File: src/rtl/neurotransmitter_level_tracker.sv
// neurotransmitter_level_tracker
//
// Samples a raw resource value every cycle. It produces a stable 2-bit level
// by applying per-band hysteresis and a dwell filter. Each committed level
// change is announced on a valid/ready event channel. The filter never waits
// on the consumer: a stalled event is overwritten by the newest one.
//
// Optional feature macro: NT_TRACKER_EVT_LOST_EN
//   When defined, this adds the evt_lost_o port, a sticky overwrite flag.
//
// Ports:
//   clk_i        system clock, rising edge
//   rst_i        asynchronous, active-high reset
//   value_i      raw resource value, N bits
//   level_o      committed, filtered level
//   evt_valid_o  level-change event pending
//   evt_level_o  level carried by the pending event
//   evt_up_o     1 = increase, 0 = decrease
//   evt_ready_i  consumer accepts the event
//   evt_lost_o   sticky overwrite flag (only with NT_TRACKER_EVT_LOST_EN)

module neurotransmitter_level_tracker #(
    parameter int unsigned N           = 7,
    parameter int unsigned HYST        = 4,
    parameter int unsigned DWELL       = 8,
    parameter int unsigned RESET_LEVEL = 3
) (
    input  logic         clk_i,
    input  logic         rst_i,
    input  logic [N-1:0] value_i,
    output logic [1:0]   level_o,
    output logic         evt_valid_o,
    output logic [1:0]   evt_level_o,
    output logic         evt_up_o,
    input  logic         evt_ready_i
`ifdef NT_TRACKER_EVT_LOST_EN
    ,
    output logic         evt_lost_o
`endif
);

    localparam int unsigned Q    = 32'd1 << (N - 2);
    localparam int unsigned VW   = N + 1;
    localparam int unsigned CntW = (DWELL > 1) ? $clog2(DWELL) : 1;

    typedef enum logic {StStable, StPending} state_e;

    state_e          state_q, state_d;
    logic [CntW-1:0] cnt_q, cnt_d;
    logic            dir_q, dir_d;
    logic [1:0]      level_q, level_d;
    logic            evt_valid_q, evt_valid_d;
    logic [1:0]      evt_level_q, evt_level_d;
    logic            evt_up_q, evt_up_d;

    logic [N:0]      val_ext, up_thr, dn_thr;
    logic            go_up, go_down, move, commit;
    logic [1:0]      new_level;

    // Thresholds relative to the current level. They are computed one bit
    // wider than the value so that band 3 plus the margin cannot wrap.
    always_comb begin
        val_ext = {1'b0, value_i};
        up_thr  = VW'((32'(level_q) + 32'd1) * Q + HYST);
        dn_thr  = VW'(32'(level_q) * Q - HYST);
        go_up   = (level_q != 2'd3) && (val_ext >= up_thr);
        go_down = (level_q != 2'd0) && (val_ext < dn_thr);
        move    = go_up | go_down;
        new_level = go_up ? (level_q + 2'd1) : (level_q - 2'd1);
    end

    // Dwell filter: the same direction must persist for DWELL edges.
    always_comb begin
        state_d = state_q;
        cnt_d   = cnt_q;
        dir_d   = dir_q;
        level_d = level_q;
        commit  = 1'b0;
        unique case (state_q)
            StStable: begin
                if (move) begin
                    if (DWELL == 1) begin
                        commit = 1'b1;
                    end else begin
                        state_d = StPending;
                        cnt_d   = CntW'(1);
                        dir_d   = go_up;
                    end
                end
            end
            StPending: begin
                if (!move) begin
                    state_d = StStable;
                    cnt_d   = '0;
                end else if (go_up != dir_q) begin
                    cnt_d = CntW'(1);
                    dir_d = go_up;
                end else if (cnt_q == CntW'(DWELL - 1)) begin
                    commit = 1'b1;
                end else begin
                    cnt_d = cnt_q + CntW'(1);
                end
            end
            default: ;
        endcase
        if (commit) begin
            state_d = StStable;
            cnt_d   = '0;
            level_d = new_level;
        end
    end

    // Event slot: a commit always wins over a simultaneous handshake.
    always_comb begin
        evt_valid_d = evt_valid_q;
        evt_level_d = evt_level_q;
        evt_up_d    = evt_up_q;
        if (commit) begin
            evt_valid_d = 1'b1;
            evt_level_d = new_level;
            evt_up_d    = go_up;
        end else if (evt_valid_q && evt_ready_i) begin
            evt_valid_d = 1'b0;
        end
    end

    always_ff @(posedge clk_i or posedge rst_i) begin
        if (rst_i) begin
            state_q     <= StStable;
            cnt_q       <= '0;
            dir_q       <= 1'b0;
            level_q     <= 2'(RESET_LEVEL);
            evt_valid_q <= 1'b0;
            evt_level_q <= 2'(RESET_LEVEL);
            evt_up_q    <= 1'b0;
        end else begin
            state_q     <= state_d;
            cnt_q       <= cnt_d;
            dir_q       <= dir_d;
            level_q     <= level_d;
            evt_valid_q <= evt_valid_d;
            evt_level_q <= evt_level_d;
            evt_up_q    <= evt_up_d;
        end
    end

    assign level_o     = level_q;
    assign evt_valid_o = evt_valid_q;
    assign evt_level_o = evt_level_q;
    assign evt_up_o    = evt_up_q;

`ifdef NT_TRACKER_EVT_LOST_EN
    logic evt_lost_q, evt_lost_d;
    // Set when the slot currently holds an event that replaced an unread one.
    logic ovw_q, ovw_d;

    always_comb begin
        evt_lost_d = evt_lost_q;
        ovw_d      = ovw_q;
        if (commit) begin
            if (evt_valid_q && !evt_ready_i) begin
                evt_lost_d = 1'b1;
                ovw_d      = 1'b1;
            end else begin
                ovw_d = 1'b0;
            end
        end else if (evt_valid_q && evt_ready_i && !ovw_q) begin
            evt_lost_d = 1'b0;
        end
    end

    always_ff @(posedge clk_i or posedge rst_i) begin
        if (rst_i) begin
            evt_lost_q <= 1'b0;
            ovw_q      <= 1'b0;
        end else begin
            evt_lost_q <= evt_lost_d;
            ovw_q      <= ovw_d;
        end
    end

    assign evt_lost_o = evt_lost_q;
`endif

endmodule

File: config.mk
export PLATFORM = sky130hd
export DESIGN_NAME = neurotransmitter_level_tracker
export DESIGN_NICKNAME = d
export VERILOG_FILES = /design/src/rtl/neurotransmitter_level_tracker.sv
export SDC_FILE = /design/constraint.sdc
export NUM_CORES = 1
export LEC_CHECK = 0
export ABC_AREA = 1
export CORE_MARGIN = 2
export CORE_UTILIZATION = 50
export DETAILED_ROUTE_END_ITERATION = 8
export DONT_BUFFER_PORTS = 1
export GPL_ROUTABILITY_DRIVEN = 0
export PLACE_DENSITY = 0.72
export SLEW_MARGIN = 20
export SYNTH_ARGS = -nofsm -noshare
export SYNTH_HDL_FRONTEND = slang
export SYNTH_SLANG_ARGS = --single-unit
File: constraint.sdc
create_clock -name clk_i -period 3.5 [get_ports clk_i]
set_input_delay 0.7 -clock clk_i [delete_from_list [all_inputs] [get_ports clk_i]]
set_output_delay 0.7 -clock clk_i [all_outputs]
set_load 0.05 [all_outputs]
Word-level counts from Yosys, hierarchy flattened
Index checks and enable logic that the tools add are counted.
{ "op_classes": {"n_addsub": 6, "order_cmp": 2, "n_eq_ne": 8, "mux": 19, "n_bitwise": 2, "n_reduce_logical": 7} }
{ "ops": {"columns": ["cell", "n"], "rows": [
  ["$mux 3", 5],
  ["$mux 1", 11],
  ["$add 8x3->8 const B", 1],
  ["$ge 7x8->1", 1],
  ["$lt 7x8->1", 1],
  ["$sub 7x3->8 const B", 1],
  ["$pmux 3 s2", 1],
  ["$ne 5x5->1 const B", 1],
  ["$ne 2x1->1 const B", 2],
  ["$ne 2x2->1 const B", 2],
  ["$reduce_bool 2->1", 2],
  ["$add 2x1->3 const B", 1],
  ["$add 3x1->3 const B", 1],
  ["$eq 3x3->1 const B", 1],
  ["$logic_and 1x1->1", 3],
  ["$ne 3x3->1 const B", 1],
  ["$reduce_and 3->1", 1],
  ["$add 2x1->2 const B", 1],
  ["$mux 2", 1],
  ["$pmux 1 s2", 1],
  ["$reduce_and 2->1", 1],
  ["$sub 2x1->2 const B", 1],
  ["$ne 1x1->1", 1],
  ["$not 1->1", 1],
  ["$or 1x1->1", 1]
]} }
{ "totals": {"ff_bits": 9, "in_bits": 10, "output_inout_bits": 6, "wordCells": 50} }

Longest topological paths before layout
{ "depth": {"ltp_word": 10, "ltp_mapped": 15, "ltp_nobuf": 15} }

Worst setup path after synthesis
No wires, ideal clock.
{ "synth_path": {"path_kind": "reg2reg", "from": "register, netlist name evt_level_o[0]", "to": "register evt_up_q, in the netlist evt_up_o", "setup_time_ns": 0.124, "arrival_ns": 2.171, "required_time_ns": 3.376, "path_slack_ns": 1.205, "path_stages_with_launch": 14, "path_buffers": 0, "synth_period_minus_slack_ns": 2.295, "cell_sequence": "dfstp_2 > inv_1 > ha_1 > inv_1 > ha_1 > inv_1 > nor2_2 > nand2_1 > nand3_1 > nand2_1 > nand2_2 > nand3_2 > nand2_1 > o21ai_1"} }
{ "synth_rtl": {"columns": ["element", "line", "text"], "rows": [
  ["end signal: assignment", "143", "evt_up_q <= evt_up_d;"],
  ["end: declaration", "54", "logic evt_up_q, evt_up_d;"]
]} }

==> results.yml <==
pwr:
  fin_total_pwr_mw: 0.3002
  p_leak_nw: 0.4521
  p_per_area_mw_per_mm2: 395.9
  irDropWorstVdd_mv: 0.2501
worst_hold_path:
  hold_class: "in2async"
place:
  hpwl_um: 911.5
  dpl.cell_count: 113
  postPlaceCellArea_um2: 730.7
  numPortBuffers: 0
setup_path:
  worstSetupStartpointType: "register"
  end_kind: "register"
  cp.required_ns: 3.65
  crit_start: "evt_level_o[1]"
  critPathMaxFanout: 6
  regToRegStartpoint: "evt_level_o[1]"
  critPathKind: "reg2reg"
  crit_arrival_ns: 2.68
synth:
  synth.ff_latch_count: 9
  synth_area_leaders: "dfrtp_1 (25%), nand2_1 (15%), ha_1 (14%), inv_1 (11%), dfstp_2 (7.4%)"
  syn-mean-instance-area_um2: 7.265
  ys_seq_area_share_pct: 31.99
  yosysTopAreaCell: "dfrtp_1"
  synthesis.nets: 116
  yosysUniqueCellTypes: 20
  ys_warn_count: 0
  synth_top_area_share_pct: 24.60
  postSynthCellCount: 98
  synth_area_um2: 711.9
cells_and_area:
  area_delta_synth_final_pct: 6.503
  instances_no_fill: 117
  drive_gt1_share_pct: 17.65
  stdcell_area_um2: 758.2
  n_antenna_cell: 0
  fin_nets: 121
detailed_routing:
  drc: 0
  routedWlPerCell_um: 9.684
  vias: 559
  wl_um: 1133
  antenna_left: 0
  drt-initial-drc-count: 9
  drtPass1Iterations: 4
  vias_per_cell: 4.778
clocking:
  cts-root-buf: "clkbuf_4"
  cts_sinks: 9
  post_cts.resized_instances: 0
  cts_max_path_buffers: 2
  post_cts_buffers: 0
  cts_tree: "built"
  insertion_delay_ns: 0.26
  cts_hold_buf: 0
  cts_buffers: 3
  cts.clk_slew.worst_paths_ns: 0.06
  htreeDepth: 1
grt:
  grt_pass1_vias: 552
  grt_pass1_wl_um: 2159
  overflow: 0
  grt.total_usage_pct: 16.21
  antenna_found_initial: 0
  grt_max_degree: 10
timing:
  period_minus_slack_ns: 2.531
  final-hold-violation-count: 0
  tns_ns: 0
  worst-slew-pin-transition_ns: 0.4778
  slew_viol_final: 0
  post-route-period-util_pct: 72.31
  fin_worst_skew_ns: 0.001211
  setup_viol: 0
  relSlewSlack_pct: 68.15
  fmax_mhz: 395.1
  rsz0062_at_grt: "no"
flow_run:
  cap_violations: 0
floorplan:
  row_count: 13
  die_h_um: 41.74
  ios: 16
  core_mm2: 0.001318
  die_w_um: 41.74
  start_util_pct: 54.04
  die_area_mm2: 0.001742
status:
  status: "finished, final reports clean"
==> kinds of logic (layout without fill, tap and decap cells) <==
logic type | after synthesis | count (layout) | share of synthesized area [%]
AOI/OAI and AO/OA | 4 | 4 | 2.811
adders and majority gates | 8 | 8 | 14.06
buffers and inverters | 25 | 29 | 14.23
DFF | 9 | 9 | 31.99
and+or+nand+nor | 52 | 52 | 36.91
==> per-layer routing <==
metal | wire [µm] | part of all wire [%] | track usage (%) | up-vias
met5 | 0 | 0 | 0 | -
met4 | 6 | 0.53 | 3.871 | 0
met3 | 63 | 5.6 | 6.957 | 2
met2 | 503 | 44 | 25.00 | 10
met1 | 559 | 49 | 20.87 | 241
li1 | - | - | - | 306
==> worst paths after layout <==
path,endpoint,slack (ns),cells past startpoint
max in group asynchronous,evt_level_o[0],2.93,1
hold reg to reg,cnt_q[2],0.49,2
setup reg to reg,evt_up_o,0.97,14
hold / removal,evt_valid_o,0.28,1
min in group clk_i,cnt_q[2],0.49,2
setup / recovery,evt_up_o,0.97,14
==> report_power, final <==
part           switching (mW)  internal (mW)  total [mW]  leakage (nW)
sequential             0.0119          0.117       0.129         0.107
clock                  0.0389         0.0423      0.0812        0.0177
combinational          0.0595         0.0305      0.0899         0.327
==> sequential cells by signal, indices dropped and copies added (netlist names) <==
register     flops
evt_valid_o      1
dir_q            1
state_q          1
cnt_q            3
evt_up_o         1
evt_level_o      2
==> per-stage QoR <==
| stage | util [%] | setup slack [ns] | hold WS, ns |
|---|---|---|---|
| 4_1_cts | 57.55 | 0.9544 | 0.2853 |
| 3_3_place_gp | 55.46 | 0.9881 | 0.4720 |
| 5_1_grt | 57.55 | 0.7677 | 0.3008 |
| 2_1_floorplan | - | 1.205 | 0.4534 |
| 3_5_place_dp | 55.46 | 0.9725 | 0.4801 |
| 6_report | 57.55 | 0.9693 | 0.2767 |
==> cells in the mapped netlist (all sizes together) <==
cell / number
nor2: 7
nand2: 31
clkinv: 1
o21ai: 2
inv: 22
a21oi: 2
ha: 8
nand3: 10
dfstp: 2
nand3b: 2
nand4: 2
dfrtp: 7
buf: 2
==> worst max-delay path, cell delays in order (launching register included) <==
cell and delay (ns):
dfstp_2 0.51, buf_4 0.29, inv_1 0.13, ha_1 0.31
inv_1 0.04, ha_1 0.26, inv_1 0.04, nor2_2 0.14
nand2_1 0.10, nand3_1 0.12, nand2_1 0.07, nand2_2 0.12
nand3_2 0.12, nand2_1 0.08, o21ai_1 0.07
==> area by class of cell <==
| type | count | area (µm²) |
|---|---|---|
| fill | 121 | 559.3 |
| multi-input combinational | 64 | 382.9 |
| sequential | 9 | 227.7 |
| inverter | 23 | 86.33 |
| clock buffer | 3 | 22.52 |
| tap | 15 | 18.77 |
| timing repair buffer | 2 | 15.01 |
| clock inverter | 1 | 5.005 |
==> cells in the final DEF (no fill, tap or decap), drive strengths merged <==
| cell type | n |
|---|---|
| nand2 | 31 |
| inv | 22 |
| nand3 | 10 |
| ha | 8 |
| dfrtp | 7 |
| nor2 | 7 |
| clkbuf | 3 |
| nand3b | 2 |
| a21oi | 2 |
| nand4 | 2 |
| dfstp | 2 |
| buf | 2 |
| clkinv | 2 |
| o21ai | 2 |
Note: power is estimated with default switching activity, not from simulation.
